**src/rtl/life_pkg.sv**
```systemverilog
// rtl/life_pkg.sv - shared rule constants and sizing helper for the life cell grid
//
// Purpose : rule masks for common life-like automata plus the popcount width
//           helper used by the cell and the grid statistics block.
// Ports   : none (package).

package life_pkg;

  // Bit k set means "k live neighbours" triggers the rule (Moore, 0..8).
  localparam logic [8:0] CONWAY_BIRTH   = 9'b000001000;
  localparam logic [8:0] CONWAY_SURVIVE = 9'b000001100;
  localparam logic [8:0] HIGHLIFE_BIRTH = 9'b001001000;

  // Width needed to hold a count of 0..n without overflow.
  function automatic int popcount_w(input int n);
    return $clog2(n + 1);
  endfunction

endpackage

```
**src/rtl/neighbor_popcount.sv**
```systemverilog
// rtl/neighbor_popcount.sv - binary adder tree counting set bits of a vector
//
// Purpose : combinational population count of N alive bits, built as a
//           balanced pairwise adder tree.
// Ports   :
//   bits   in   N                   alive bits to count
//   count  out  popcount_w(N)       number of set bits (never overflows)

module neighbor_popcount
  import life_pkg::*;
#(
  parameter int N = 8
) (
  input  logic [N-1:0]              bits,
  output logic [popcount_w(N)-1:0]  count
);

  localparam int W      = popcount_w(N);
  localparam int LEVELS = $clog2(N);
  localparam int NP     = 1 << LEVELS;

  // tree[l][i] holds the partial sum of node i at level l; level 0 is the
  // leaf row padded with zeros up to a power of two.
  logic [W-1:0] tree [0:LEVELS][0:NP-1];

  always_comb begin
    for (int l = 0; l <= LEVELS; l++) begin
      for (int i = 0; i < NP; i++) begin
        tree[l][i] = '0;
      end
    end
    for (int i = 0; i < N; i++) begin
      tree[0][i] = W'(bits[i]);
    end
    for (int l = 0; l < LEVELS; l++) begin
      for (int i = 0; i < (NP >> (l + 1)); i++) begin
        tree[l+1][i] = tree[l][2*i] + tree[l][2*i+1];
      end
    end
  end

  assign count = tree[LEVELS][0];

endmodule

```
**src/rtl/life_cell_gen.sv**
```systemverilog
// rtl/life_cell_gen.sv - parametrised life-like cellular automaton cell
//
// Purpose : one grid cell with configurable neighbourhood, runtime birth and
//           survive masks, optional Generations decay states and a
//           synchronous load path. Optional alive-age counter is built only
//           when LIFE_CELL_AGE_EN is defined; otherwise age_q is tied to 0.
// Ports   :
//   clk           in   1               system clock
//   rst           in   1               asynchronous active-high reset
//   ena           in   1               generation-step enable
//   load          in   1               synchronous initial-state load
//   state_0       in   1               alive value used on load
//   birth_mask    in   N_NEIGHBORS+1   bit k: dead cell with k neighbours is born
//   survive_mask  in   N_NEIGHBORS+1   bit k: live cell with k neighbours survives
//   neighbors     in   N_NEIGHBORS     alive bits of adjacent cells
//   state_d       out  SW              combinational next state
//   state_q       out  SW              registered cell state
//   alive_q       out  1               registered, high only in state 1
//   age_q         out  AGE_W           consecutive generations alive

module life_cell_gen
  import life_pkg::*;
#(
  parameter int N_NEIGHBORS = 8,
  parameter int N_STATES    = 2,
  parameter int AGE_W       = 8
) (
  input  logic                                 clk,
  input  logic                                 rst,
  input  logic                                 ena,
  input  logic                                 load,
  input  logic                                 state_0,
  input  logic [N_NEIGHBORS:0]                 birth_mask,
  input  logic [N_NEIGHBORS:0]                 survive_mask,
  input  logic [N_NEIGHBORS-1:0]               neighbors,
  output logic [$clog2(N_STATES)-1:0]          state_d,
  output logic [$clog2(N_STATES)-1:0]          state_q,
  output logic                                 alive_q,
  output logic [AGE_W-1:0]                     age_q
);

  localparam int SW = $clog2(N_STATES);
  localparam int CW = popcount_w(N_NEIGHBORS);

  // A dying live cell enters the first decay state, or goes straight to dead
  // in classic two-state life.
  localparam int              DECAY_I     = (N_STATES == 2) ? 0 : 2;
  localparam logic [SW-1:0]   DECAY_ENTRY = SW'(DECAY_I);
  localparam logic [SW-1:0]   ST_ALIVE    = SW'(1);

  if (N_STATES < 2) begin : g_chk_states
    $error("life_cell_gen: N_STATES must be at least 2");
  end
  if (N_NEIGHBORS < 1) begin : g_chk_neigh
    $error("life_cell_gen: N_NEIGHBORS must be at least 1");
  end

  logic [CW-1:0] count;

  neighbor_popcount #(
    .N (N_NEIGHBORS)
  ) u_popcount (
    .bits  (neighbors),
    .count (count)
  );

  always_comb begin
    state_d = '0;
    if (state_q == '0) begin
      state_d = birth_mask[count] ? ST_ALIVE : '0;
    end else if (state_q == ST_ALIVE) begin
      state_d = survive_mask[count] ? ST_ALIVE : DECAY_ENTRY;
    end else if (int'(state_q) < N_STATES - 1) begin
      // Decay states advance unconditionally; neighbours are ignored.
      state_d = state_q + ST_ALIVE;
    end else begin
      // Last decay state and any unreachable encoding fall back to dead.
      state_d = '0;
    end
  end

  always_ff @(posedge clk or posedge rst) begin
    if (rst) begin
      state_q <= '0;
      alive_q <= 1'b0;
    end else if (load) begin
      state_q <= SW'(state_0);
      alive_q <= state_0;
    end else if (ena) begin
      state_q <= state_d;
      alive_q <= (state_d == ST_ALIVE);
    end
  end

`ifdef LIFE_CELL_AGE_EN
  logic [AGE_W-1:0] age_r;

  always_ff @(posedge clk or posedge rst) begin
    if (rst) begin
      age_r <= '0;
    end else if (load) begin
      age_r <= '0;
    end else if (ena) begin
      // Only an unbroken 1->1 step extends the streak; births start at 0.
      if (state_q == ST_ALIVE && state_d == ST_ALIVE) begin
        if (age_r != {AGE_W{1'b1}}) begin
          age_r <= age_r + AGE_W'(1);
        end
      end else begin
        age_r <= '0;
      end
    end
  end

  assign age_q = age_r;
`else
  assign age_q = '0;
`endif

endmodule

```
**config.mk**
```make
export PLATFORM = sky130hd
export DESIGN_NAME = life_cell_gen
export DESIGN_NICKNAME = d
export VERILOG_FILES = /design/src/rtl/life_pkg.sv /design/src/rtl/neighbor_popcount.sv /design/src/rtl/life_cell_gen.sv
export SDC_FILE = /design/constraint.sdc
export NUM_CORES = 1
export LEC_CHECK = 0
export CORE_ASPECT_RATIO = 1.4
export CORE_UTILIZATION = 25
export DETAILED_ROUTE_END_ITERATION = 10
export PLACE_DENSITY = 0.64
export SLEW_MARGIN = 20
export SYNTH_ARGS = -nofsm -noshare
export SYNTH_HDL_FRONTEND = slang
export SYNTH_SLANG_ARGS = --single-unit
```
**constraint.sdc**
```tcl
create_clock -name clk -period 6.77 [get_ports clk]
set_input_delay 1.0155 -clock clk [delete_from_list [all_inputs] [get_ports clk]]
set_output_delay 1.0155 -clock clk [all_outputs]
set_load 0.03 [all_outputs]
```
Yosys cells after proc, flatten, opt, wreduce, memory -nomap -nowiden
Cells that the tools add are included.
{ "op_classes": {"reduce_logical": 1, "order_cmp": 1, "shift": 0, "eq_ne": 0, "div": 0, "n_mul": 0, "bitwise": 0, "muxes": 9, "addsub": 7} }
{ "ops": {"columns": ["cell", "count"], "rows": [
  ["$add A4 B4 Y4", 3],
  ["$add A1 B1 Y2", 4],
  ["$bmux W1 S4", 2],
  ["$mux W1", 7],
  ["$lt A4 B5 Y1 const B", 1],
  ["$reduce_bool A2 Y1", 1]
]} }
{ "totals": {"output_inout_bits": 11, "latch_bits": 0, "mem_bits_rw": 0, "romBits": 0, "memories": 0, "regBits": 1} }

Logic depth before layout (Yosys ltp)
{ "logic_depth": {"ltp_word": 9, "mapped_depth": 13, "ltp_nobuf": 13} }

By module
A second synthesis with hierarchy kept.
{ "unflattened": {"cells_unflattened": 55, "hier_area_um2": 520.5} }
{ "modules_own_cells": {"columns": ["mod", "n_inst", "seq_area_each_um2", "area_per_inst_um2", "cells_each"], "rows": [
  ["life_cell_gen", 1, 25.0, 301.5, 33],
  ["neighbor_popcount", 1, 0.0, 219.0, 22]
]} }

Worst setup path before layout
OpenSTA, ideal clock, no wires.
{ "synth_timing": {"kind": "input port to output port", "start": "in neighbors[6]", "end": "out state_d", "required_time_ns": 5.754, "path_buffers": 0, "t_arrival_ns": 3.889, "setup_slack_ns": 1.865, "path_stages": 12, "path_cell_list": "ha_1 > inv_1 > fa_1 > fa_1 > inv_1 > ha_1 > inv_1 > fa_1 > or4b_2 > o221ai_1 > a22oi_1 > nand2_1"} }
{ "synth_via": {"elab_chain_cells": 7, "word_cells_on_any_way": 10} }
{ "synth_rtl": {"columns": ["item", "line", "rtl"], "rows": [
  ["start, declared", "life_cell_gen.sv:35", "input logic [N_NEIGHBORS-1:0] neighbors,"],
  ["$add A1 B1 Y2 *", "neighbor_popcount.sv:37", "tree[l+1][i] = tree[l][2*i] + tree[l][2*i+1];"],
  ["$add A4 B4 Y4 * (2 in series)", "neighbor_popcount.sv:37", null],
  ["$bmux W1 S4 (on tied branches)", "life_cell_gen.sv:70, life_cell_gen.sv:72", null],
  ["$mux W1 (on tied branches) (2 in series)", "life_cell_gen.sv:70, life_cell_gen.sv:72", null],
  ["$mux W1 *", "life_cell_gen.sv:69", "if (state_q == '0) begin"],
  ["end, declared", "life_cell_gen.sv:36", "output logic [$clog2(N_STATES)-1:0] state_d,"]
]} }
Mark *: on every way between the ends. The rest lies on a longest branch, timed or not. The select of a mux whose other input is x is not followed.

Worst setup path in the final report
{ "layout_timing": {"start": "in neighbors[7]", "end": "out state_d"} }
The elaborated chain is that of the path after synthesis.

==> flow_summary.yaml <==
outcome:
  status: "finished clean"
finish:
  reg_top3: "state_q (1)"
  final_cell_mix: "clkdlybuf4s50_1, inv_1, conb_1"
  drive_gt1_share_pct: 1.10
  antenna_cells: 0
  largest_register: "state_q"
  nNetsFinal: 134
  areaGrowthSynthToFinish_pct: 55.6
  final_common_cell: "clkdlybuf4s50_1"
  largest_reg_flops: 1
  final_util_pct: 41.5
pwr:
  powerDensity_mw_per_mm2: 187
  leakage_nw: 0.383
  max-vdd-ir-drop_v: 0.000132
clock_network:
  cts_hold_buf: 0
  path_clk_slew_ps: 0
  clkLatencyLatePin_ps: 0
  post_cts_buffers: 0
  ctsResizeCount: 0
detailed_routing:
  ant_nets: 0
  drc_errors: 0
  via_per_inst: 4.48
  wire_per_inst_um: 9.99
  vias: 502
  drt_wl_total_um: 1120
  drt-initial-drc-count: 10
  dr.pass1.iters: 4
sta:
  setup_viol: 0
  rsz0062_at_grt: "false"
  slew_viol_final: 0
  hold_viol: 0
  tns_ps: 0
  period_needed_ps: 5960
  max_freq_mhz: 168
  post-route-period-util_pct: 88.0
  skew_ps: 0
critical_path:
  path_class: "input port to output pin"
  cp_max_fo: 11
  worstPathRequired_ps: 5750
  slowest_delay_ps: 670
  cpMaxStageDelayCell: "clkdlybuf4s50_1"
  cp_cell_sequence: "clkdlybuf4s50_1 > ha_1 > inv_1 > fa_1 > fa_1 > inv_1 > ha_1 > mux4_1 > nor2b_1 > or4_1 > nand2_1 > clkdlybuf4s50_1"
  worstSetupStartpointType: "input port"
  arrival_ps: 4940
  endpoint_kind: "output pin"
global_routing:
  grt_util_all_layers_pct: 10.1
  grt_pass1_wl_um: 1780
  antenna_found_initial: 0
  grt_max_degree: 12
  grt_overflow: 0
  first_global_vias: 479
logic_synthesis:
  yosys_warnings: 0
  synth.avg_cell_area_sq_um: 8.50
  synthCells: 62
  synth_edf_count: 0
  yosysTopAreaCell: "fa_1"
  ys_types: 22
  synthArstFlopShare_pct: 100
  synth-seq-cells: 1
  synthTopCellsByArea: "fa_1, ha_1, buf_4, inv_1, mux2i_1"
  netlist_area_sq_um: 527
  synth_flop_cell: "dfrtp_1"
  synth_top_area_share_pct: 15.2
  ys_seq_area_share_pct: 4.75
run:
  maxCapViolations: 0
placement:
  gp_congestion: 0.708
  dp_hpwl_um: 1030
  numPortBuffers: 33
floorplanning:
  die_h_um: 56.3
  die_w_um: 40.8
  initial_core_util_pct: 26.7
  die_area_sq_mm: 0.00230
  io-pin-count: 42
  fp-row-count: 19
  core_sq_mm: 0.00197
hold_path:
  min_path_type: "register to register"
==> Yosys cell counts, types with 2 or more instances <==
| cell type | n |
|---|---|
| nand2_1 | 4 |
| fa_1 | 4 |
| nor2_1 | 2 |
| o221ai_1 | 2 |
| mux2i_1 | 4 |
| buf_6 | 2 |
| ha_1 | 6 |
| a311oi_1 | 2 |
| inv_1 | 13 |
| nor2b_1 | 2 |
| buf_4 | 9 |
| a21oi_1 | 2 |
==> area by class of cell <==
type / count / area (sq um)
Multi-Input combinational cell: 44 / 389
Sequential cell: 1 / 25.0
Inverter: 13 / 48.8
Fill cell: 210 / 1150
Tap cell: 21 / 26.3
Timing Repair Buffer: 33 / 330
==> worst max-delay path, delay by kind of cell <==
family	cells	cell delay (ps)
adder cells (fa/ha/maj)	4	1620
AND/OR/NAND/NOR	3	670
buffers and inverters	4	1220
multiplexers	1	410
==> per-layer routing <==
layer | vias to the layer above | GRT usage (%) | wire (um)
li1 | 253 | - | -
met3 | 2 | 0 | 86
met4 | 0 | 1.43 | 26
met1 | 219 | 12.7 | 410
met2 | 28 | 18.3 | 596
met5 | - | 0 | 0
==> stage by stage <==
step | hold slack [ps] | area (sq um) | std cells | power, mW | setup WS [ps]
final | 821 | 820 | 112 | 0.153 | 811
after global routing | 866 | 820 | 112 | 0.167 | 656
after CTS | 841 | 820 | 112 | 0.156 | 775
after detailed placement | 843 | 820 | 112 | 0.155 | 775
after global placement | 815 | 820 | 112 | 0.153 | 792
after floorplan | 744 | 553 | 69 | 0.123 | 1870
==> report_power, final <==
part	internal, mW	switching, mW	total (mW)
logic	0.0699	0.0731	0.143
registers	0.00737	0.00283	0.0102
clock network	0	0	0
==> final timing paths <==
check,slack (ps),cells after the start,startpoint,end
max in group asynchronous,5510,2,rst,state_q
max reg2reg,5010,5,state_q,state_q
min reg2reg,820,3,state_q,state_q
min,820,3,state_q,state_q
max,810,12,neighbors[7],state_d
min in group asynchronous,1170,2,rst,state_q
==> kinds of logic after synthesis <==
kind of cell,Yosys count,synth area share [%]
adders and majority gates,10,29.5
buffers and inverters,24,26.4
and+or+nand+nor,11,11.9
DFF,1,4.75
muxes,5,12.6
AOI/OAI and AO/OA,10,14.3
other,1,0.712
(Power assumes the default switching activity.)
